==> src/rtl/gnn_load_pkg.sv <==
// Shared definitions for the load scheduler: instruction field positions,
// buffer-group encodings, FSM states and the instruction validity check.
package gnn_load_pkg;

  localparam int GRP_LSB       = 0;
  localparam int GRP_MSB       = 5;
  localparam int BUF_START_LSB = 32;
  localparam int BUF_START_MSB = 47;
  localparam int BUF_LEN_LSB   = 48;
  localparam int BUF_LEN_MSB   = 63;
  localparam int DRAM_START_LSB = 64;
  localparam int DRAM_START_MSB = 95;
  localparam int DRAM_LEN_LSB  = 96;
  localparam int DRAM_LEN_MSB  = 127;

  localparam logic [5:0] GRP_BUF0  = 6'b000001;
  localparam logic [5:0] GRP_BUF1A = 6'b000010;
  localparam logic [5:0] GRP_BUF1B = 6'b000100;
  localparam logic [5:0] GRP_BUF2A = 6'b001000;
  localparam logic [5:0] GRP_BUF2B = 6'b010000;

  localparam logic [5:0] GRP_ALL =
    GRP_BUF0 | GRP_BUF1A | GRP_BUF1B | GRP_BUF2A | GRP_BUF2B;

  typedef enum logic [1:0] {
    ST_IDLE,
    ST_START,
    ST_WAIT,
    ST_RETIRE
  } sched_st_e;

  // A group must name exactly one real buffer and the length must be
  // non-zero; anything else would hang the load unit.
  function automatic logic inst_ok(
    input logic [5:0]  grp,
    input logic [15:0] len
  );
    return ((grp & ~GRP_ALL) == 6'd0) && $onehot(grp) && (len != 16'd0);
  endfunction

endpackage

==> src/rtl/load_sched_fifo.sv <==
// Synchronous FIFO holding {offset, instruction} entries for the scheduler.
// Head is read combinationally; pushes on full and pops on empty are dropped.
module load_sched_fifo #(
  parameter int DEPTH = 8,
  parameter int W     = 192
) (
  input  logic                     i_clk,
  input  logic                     i_rst,
  input  logic                     i_push,
  input  logic                     i_pop,
  input  logic [W-1:0]             i_din,
  output logic [W-1:0]             o_dout,
  output logic                     o_full,
  output logic                     o_empty,
  output logic [$clog2(DEPTH):0]   o_count
);

  localparam int AW = $clog2(DEPTH);
  localparam int CW = AW + 1;

  logic [W-1:0]  r_mem [DEPTH];
  logic [AW-1:0] r_wp;
  logic [AW-1:0] r_rp;
  logic [CW-1:0] r_cnt;

  logic w_push;
  logic w_pop;

  assign o_full  = (r_cnt == CW'(DEPTH));
  assign o_empty = (r_cnt == '0);
  assign o_count = r_cnt;
  assign o_dout  = r_mem[r_rp];

  assign w_push = i_push && !o_full;
  assign w_pop  = i_pop && !o_empty;

  // Pointers wrap naturally because DEPTH is a power of two.
  always_ff @(posedge i_clk or posedge i_rst) begin
    if (i_rst) begin
      r_wp  <= '0;
      r_rp  <= '0;
      r_cnt <= '0;
    end else begin
      if (w_push) r_wp <= r_wp + 1'b1;
      if (w_pop)  r_rp <= r_rp + 1'b1;
      unique case ({w_push, w_pop})
        2'b10:   r_cnt <= r_cnt + 1'b1;
        2'b01:   r_cnt <= r_cnt - 1'b1;
        default: r_cnt <= r_cnt;
      endcase
    end
  end

  // Storage needs no reset; only occupied slots are ever read.
  always_ff @(posedge i_clk) begin
    if (w_push) r_mem[r_wp] <= i_din;
  end

endmodule

==> src/rtl/load_sched.sv <==
// Load-instruction scheduler: queues decoder loads, issues one at a time to
// the load unit once its buffer group is free. Optional LOAD_SCHED_PERF_EN.
module load_sched
  import gnn_load_pkg::*;
#(
  parameter int LOAD_INST_BIT_WIDTH = 128,
  parameter int C_M_AXI_ADDR_WIDTH  = 64,
  parameter int QUEUE_DEPTH         = 8
) (
  input  logic                           kernel_clk,
  input  logic                           kernel_rst,
  input  logic                           inst_valid,
  output logic                           inst_ready,
  input  logic [LOAD_INST_BIT_WIDTH-1:0] inst_data,
  input  logic [C_M_AXI_ADDR_WIDTH-1:0]  inst_addr_offset,
  input  logic [5:0]                     buf_busy_mask,
  output logic                           load_ap_start,
  input  logic                           load_ap_done,
  output logic [LOAD_INST_BIT_WIDTH-1:0] load_ctrl_instruction,
  output logic [C_M_AXI_ADDR_WIDTH-1:0]  load_ctrl_addr_offset,
  output logic                           done_valid,
  output logic                           done_err,
  output logic [5:0]                     done_group,
`ifdef LOAD_SCHED_PERF_EN
  output logic [31:0]                    perf_busy_cycles,
  output logic [31:0]                    perf_inst_count,
`endif
  output logic                           sched_idle
);

  localparam int IW = LOAD_INST_BIT_WIDTH;
  localparam int AW = C_M_AXI_ADDR_WIDTH;
  localparam int FW = AW + IW;
  localparam int CW = $clog2(QUEUE_DEPTH) + 1;

  sched_st_e r_state;
  sched_st_e w_next;

  logic [IW-1:0] r_ctrl_inst;
  logic [AW-1:0] r_ctrl_off;
  logic          r_idle;

  logic          w_push;
  logic          w_pop;
  logic          w_full;
  logic          w_empty;
  logic [CW-1:0] w_cnt;
  logic [CW-1:0] w_cnt_nxt;
  logic [FW-1:0] w_head;
  logic [IW-1:0] w_head_inst;
  logic [AW-1:0] w_head_off;
  logic [5:0]    w_head_grp;
  logic [15:0]   w_head_len;
  logic          w_head_ok;
  logic          w_issue;

  logic          w_start;
  logic          w_done_v;
  logic          w_done_err;
  logic [5:0]    w_done_grp;

  assign w_push = inst_valid && !w_full;
  assign w_pop  = (r_state == ST_RETIRE);

  load_sched_fifo #(
    .DEPTH (QUEUE_DEPTH),
    .W     (FW)
  ) u_fifo (
    .i_clk   (kernel_clk),
    .i_rst   (kernel_rst),
    .i_push  (w_push),
    .i_pop   (w_pop),
    .i_din   ({inst_addr_offset, inst_data}),
    .o_dout  (w_head),
    .o_full  (w_full),
    .o_empty (w_empty),
    .o_count (w_cnt)
  );

  assign w_head_inst = w_head[IW-1:0];
  assign w_head_off  = w_head[FW-1:IW];
  assign w_head_grp  = w_head_inst[GRP_MSB:GRP_LSB];
  assign w_head_len  = w_head_inst[BUF_LEN_MSB:BUF_LEN_LSB];
  assign w_head_ok   = inst_ok(w_head_grp, w_head_len);

  assign w_cnt_nxt = w_cnt + CW'(w_push) - CW'(w_pop);
  assign w_issue   = (r_state == ST_IDLE) && (w_next == ST_START);

  // FSM state register.
  always_ff @(posedge kernel_clk or posedge kernel_rst) begin
    if (kernel_rst) r_state <= ST_IDLE;
    else            r_state <= w_next;
  end

  // Next state: a blocked head stalls the whole queue; done only counts in WAIT.
  always_comb begin
    w_next = r_state;
    unique case (r_state)
      ST_IDLE: begin
        if (!w_empty) begin
          if (!w_head_ok)
            w_next = ST_RETIRE;
          else if ((w_head_grp & buf_busy_mask) == 6'd0)
            w_next = ST_START;
        end
      end
      ST_START:  w_next = ST_WAIT;
      ST_WAIT:   if (load_ap_done) w_next = ST_RETIRE;
      ST_RETIRE: w_next = ST_IDLE;
      default:   w_next = ST_IDLE;
    endcase
  end

  // Outputs decoded from state; retire info comes from the still-queued head.
  always_comb begin
    w_start    = 1'b0;
    w_done_v   = 1'b0;
    w_done_err = 1'b0;
    w_done_grp = 6'd0;
    unique case (1'b1)
      (r_state == ST_START):  w_start = 1'b1;
      (r_state == ST_RETIRE): begin
        w_done_v   = 1'b1;
        w_done_err = !w_head_ok;
        w_done_grp = w_head_grp;
      end
      default: ;
    endcase
  end

  // Command registers to load, frozen from issue until the next issue.
  always_ff @(posedge kernel_clk or posedge kernel_rst) begin
    if (kernel_rst) begin
      r_ctrl_inst <= '0;
      r_ctrl_off  <= '0;
    end else if (w_issue) begin
      r_ctrl_inst <= w_head_inst;
      r_ctrl_off  <= w_head_off;
    end
  end

  // Idle flag looks ahead so it rises right after the last retire.
  always_ff @(posedge kernel_clk or posedge kernel_rst) begin
    if (kernel_rst) r_idle <= 1'b1;
    else            r_idle <= (w_next == ST_IDLE) && (w_cnt_nxt == '0);
  end

`ifdef LOAD_SCHED_PERF_EN
  logic [31:0] r_perf_busy;
  logic [31:0] r_perf_cnt;

  // Saturating counters of load-busy cycles and successful retires.
  always_ff @(posedge kernel_clk or posedge kernel_rst) begin
    if (kernel_rst) begin
      r_perf_busy <= '0;
      r_perf_cnt  <= '0;
    end else begin
      if (((r_state == ST_START) || (r_state == ST_WAIT)) &&
          (r_perf_busy != '1))
        r_perf_busy <= r_perf_busy + 1'b1;
      if ((r_state == ST_RETIRE) && w_head_ok && (r_perf_cnt != '1))
        r_perf_cnt <= r_perf_cnt + 1'b1;
    end
  end

  assign perf_busy_cycles = r_perf_busy;
  assign perf_inst_count  = r_perf_cnt;
`endif

  assign inst_ready            = !w_full;
  assign load_ap_start         = w_start;
  assign load_ctrl_instruction = r_ctrl_inst;
  assign load_ctrl_addr_offset = r_ctrl_off;
  assign done_valid            = w_done_v;
  assign done_err              = w_done_err;
  assign done_group            = w_done_grp;
  assign sched_idle            = r_idle;

endmodule

==> config.mk <==
export PLATFORM = sky130hd
export DESIGN_NAME = load_sched
export DESIGN_NICKNAME = d
export VERILOG_FILES = /design/src/rtl/gnn_load_pkg.sv /design/src/rtl/load_sched_fifo.sv /design/src/rtl/load_sched.sv
export SDC_FILE = /design/constraint.sdc
export NUM_CORES = 2
export LEC_CHECK = 0
export CORE_MARGIN = 8
export CORE_UTILIZATION = 55
export CTS_CLUSTER_DIAMETER = 150
export DETAILED_ROUTE_END_ITERATION = 10
export PLACE_DENSITY = 0.76
export SYNTH_ARGS = -nofsm -noshare
export SYNTH_HDL_FRONTEND = slang
export SYNTH_SLANG_ARGS = --single-unit
==> constraint.sdc <==
create_clock -name kernel_clk -period 20.3 [get_ports kernel_clk]
set_input_delay 3.045 -clock kernel_clk [delete_from_list [all_inputs] [get_ports kernel_clk]]
set_output_delay 3.045 -clock kernel_clk [all_outputs]
set_load 0.1 [all_outputs]
==> metrics.sh <==
OUTCOME='finished clean'
ARRIVAL_NS=6.75
GRT_SETUP_UNREPAIRED='false'
YS_TYPES=49
OVERFLOW_LEFT_AFTER_GLOBAL_ROUTING=0
CRITICAL_PATH.STARTPOINT_TYPE='register'
HP-CLASS='reg -> reg'
CTSHTREEMAXLEVEL=4
GRT_FIRST_PASS_WIRELENGTH_UM=215000
CTS_SETUP_BUFFERS=0
FIN_CRIT_NS=9.79
MAX-SLEW-MARGIN-REL=0.173
GLOBAL_ROUTE.USAGE.TOTAL=0.220
NUMBER_OF_CLOCK_SINKS_SEEN_BY_CTS=1741
P_PER_AREA_nW_PER_UM2=157
FINAL.FILL_COUNT=7530
FLOORPLAN_CORE_AREA_SQ_UM=120000
MULTI_INPUT_GATE_AREA_IN_THE_FINAL_LAYOUT_SQ_UM=14200
MAX_VDD_DROP_V=0.000264
INITIAL_UTILIZATION=0.554
NUMBER_OF_GLOBAL_ROUTE_VIAS_BEFORE_REPAIR=32800
GP_CONGESTION=0.820
HIGHEST_UTILIZATION_ROUTING_LAYER_AT_THE_GLOBAL_ROUTE_STAGE='met2'
AREA_AFTER_DETAILED_PLACEMENT_SQ_UM=72100
PLACEMENT_ROWS=127
MAXCLOCKFREQUENCY_MHz=102
SYNTH_ENABLE_FLOP_CELLS=1536
CTS_HOLD_BUF=0
YOSYSWARNINGCOUNT=0
SYNTHESIZED_INSTANCE_COUNT=2801
GR_UTIL_MET2=0.367
MAX-CAP-VIOLATIONS=0
FP.DIEAREA_SQ_UM=132000
GRT.MET1_USAGE=0.294
CELLLEAKAGEPOWER_nW=26.5
REGAREA_SQ_UM=51300
DIE-HEIGHT_UM=363
NUMBER_OF_NETS_AT_THE_END_OF_THE_FLOW=3521
FINALCLOCKSKEW_NS=0.0272
MIN_PERIOD_OVER_PERIOD=0.482
CTS_TREE='built'
CRITICAL_PATH_PEAK_FANOUT=54
SYNTHESIS.NETS=3024
TIGHTEST_SLEW_NS=1.24
POSTSYNTH.TOPFLOPCELL='edfxtp_1'
DPL.HPWL_UM=80300
MAXSLEWVIOLCOUNT=0
WORST_EP_REQUIRED_TIME_NS=17.26
CLK_LATENCY_NS=0.80
DETAILEDROUTE.FIRSTITERATIONVIOLATIONS=2627
DRT-WIRELENGTH-PER-CELL_UM=28.7
FINAL.SETUP.TNS_NS=0
SETUP-VIOLATIONS-FINAL=0
CTS-BUFFERS-INSERTED=172
NUMBER_OF_DESIGN_RULE_VIOLATIONS_LEFT_AFTER_DETAIL_ROUTING=0
CTSRESIZECOUNT=0
MOSTFREQUENTLAYOUTCELL='edfxtp_1'
DRT_ANTENNA_NET_COUNT=0
CRITICALPATHCATEGORY='reg -> out'
LAYOUT_COMMON_CELLS='edfxtp_1 (1,536), clkdlybuf4s50_1 (404), mux4_2 (372)'
DRTPASS1ITERATIONS=5
NUM_VIAS=30100
SYNTH-ASYNC-RESET-RATIO=0.118
CTS_ROOT_BUFFER='clkbuf_16'
IO_BUFFERS=404
FINAL_LAYOUT_SIZE_SUFFIX_GT1_FRAC=0.284
ANTENNA_FOUND_INITIAL=38
SEQ_AREA_FRAC_SYNTH=0.774
POST_DETAILED_ROUTE_VIA_TO_CELL_RATIO=5.93
SYN_AREA_SQ_UM=66200
CHIPWIDTH_UM=363
WORST_SETUP_PATH_END_KIND='primary output'
PIN_COUNT=405
GRT_START_MAX_NET_PINS=110
GRTUSAGEMET3=0.0524
CTS_BUFFER_DEPTH=3
SYNTHESIS.AREA_PER_INSTANCE_SQ_UM=23.7
FLOW.AREA_GROWTH_FROM_SYNTHESIS_PCT=17.6
FINAL_CELL_COUNT_NO_FILL=5082
SYNTH.FF_LATCH_COUNT=1741
CLKSLEWWORSTSETUPHOLDPATHS_NS=0.06
LAYOUT.CELL_AREA.NON_FILLER_SQ_UM=77900
FINAL-HOLD-VIOLATION-COUNT=0
POST-PLACE-CELLS=4736
WIRELENGTH_UM=146000
## synth_stat cells, types with 11 or more instances
master    number  area (sq um)
buf_1         11          41.3
buf_2         39           195
buf_6         15           169
clkbuf_1      56           210
dfrtp_1      204          5100
edfxtp_1    1536         46100
ha_1          16           200
inv_1         37           139
mux2_1        74           833
mux2_2       193          2170
mux2_4        91          1370
mux2i_1       47           470
mux4_2       372          8380
nand2_1       11          41.3
nor2_1        14          52.6
## critical path, stage by stage (launching register included)
cell and delay, ns:
dfrtp_4 1.01, mux2i_1 0.17, and3_1 0.24, nor4_1 0.99, inv_1 0.17, fa_1 0.51, fa_1 0.50, inv_1 0.04
ha_1 0.19, fa_1 0.54, nor2_1 0.05, nand3_1 0.10, nor2_1 0.09, nor2b_1 0.17, clkdlybuf4s50_1 1.16
## layout make-up
type                            instances  area share
Timing Repair Buffer                  454      0.0574
Multi-Input combinational cell        892       0.182
Clock buffer                          234      0.0610
Tap cell                             1612      0.0259
Sequential cell                      1741       0.658
Antenna cell                           23    0.000739
Clock inverter                         89      0.0130
Inverter                               37     0.00188
## logic make-up after synthesis
| group | Yosys count | synth area share |
|---|---|---|
| flops | 1741 | 0.774 |
| mux | 777 | 0.200 |
| buf+inv | 168 | 0.0134 |
| simple gates | 59 | 0.00472 |
| compound gates | 26 | 0.00289 |
| fa+ha+maj | 21 | 0.00453 |
| xor+xnor | 9 | 0.00119 |
## power by group
group	switching [W]	internal [W]	total (W)
sequential	0.000292	0.00455	0.00484
clock	0.00132	0.00188	0.00320
combinational	0.00257	0.00165	0.00422
## routing by layer
layer,share of wire,up-vias
li1,-,12700
met1,0.40,16200
met2,0.50,978
met3,0.074,228
met4,0.022,22
met5,0.0010,-
## state kept, by name (all words and copies together), names as in the netlist
register and flops:
load_ctrl_addr_offset 64, load_ctrl_instruction 128, r_state 2, sched_idle 1, u_fifo.o_count 4, u_fifo.r_mem 1536, u_fifo.r_rp 3, u_fifo.r_wp 3
## stage by stage
| stage | power [W] | util | setup WS, ns | hold slack [ns] |
|---|---|---|---|---|
| final | 0.0123 | 0.651 | 10.51 | 0.493 |
| after global routing | 0.0127 | 0.651 | 10.15 | 0.513 |
| after CTS | 0.0124 | 0.650 | 10.45 | 0.494 |
| after detailed placement | 0.00916 | 0.602 | 11.33 | 0.481 |
| after global placement | 0.00906 | 0.602 | 11.63 | 0.472 |
| after floorplan | 0.00818 | - | 2.88 | 0.481 |
## path summary, 6_finish.rpt
| check | end | slack [ns] | start | cells after the start |
|---|---|---|---|---|
| setup / recovery | done_err | 10.51 | u_fifo.r_rp[2] | 14 |
| hold / removal | load_ctrl_addr_offset[59] | 0.49 | load_ctrl_addr_offset[59] | 1 |
| setup reg to reg | load_ctrl_instruction[105] | 12.89 | u_fifo.r_rp[2] | 16 |
| hold reg to reg | load_ctrl_addr_offset[59] | 0.49 | load_ctrl_addr_offset[59] | 1 |
| max in group asynchronous | load_ctrl_instruction[14] | 15.72 | kernel_rst | 4 |
| min in group asynchronous | r_state[0] | 2.79 | kernel_rst | 2 |
No activity file was read; power rests on OpenSTA's default activity.
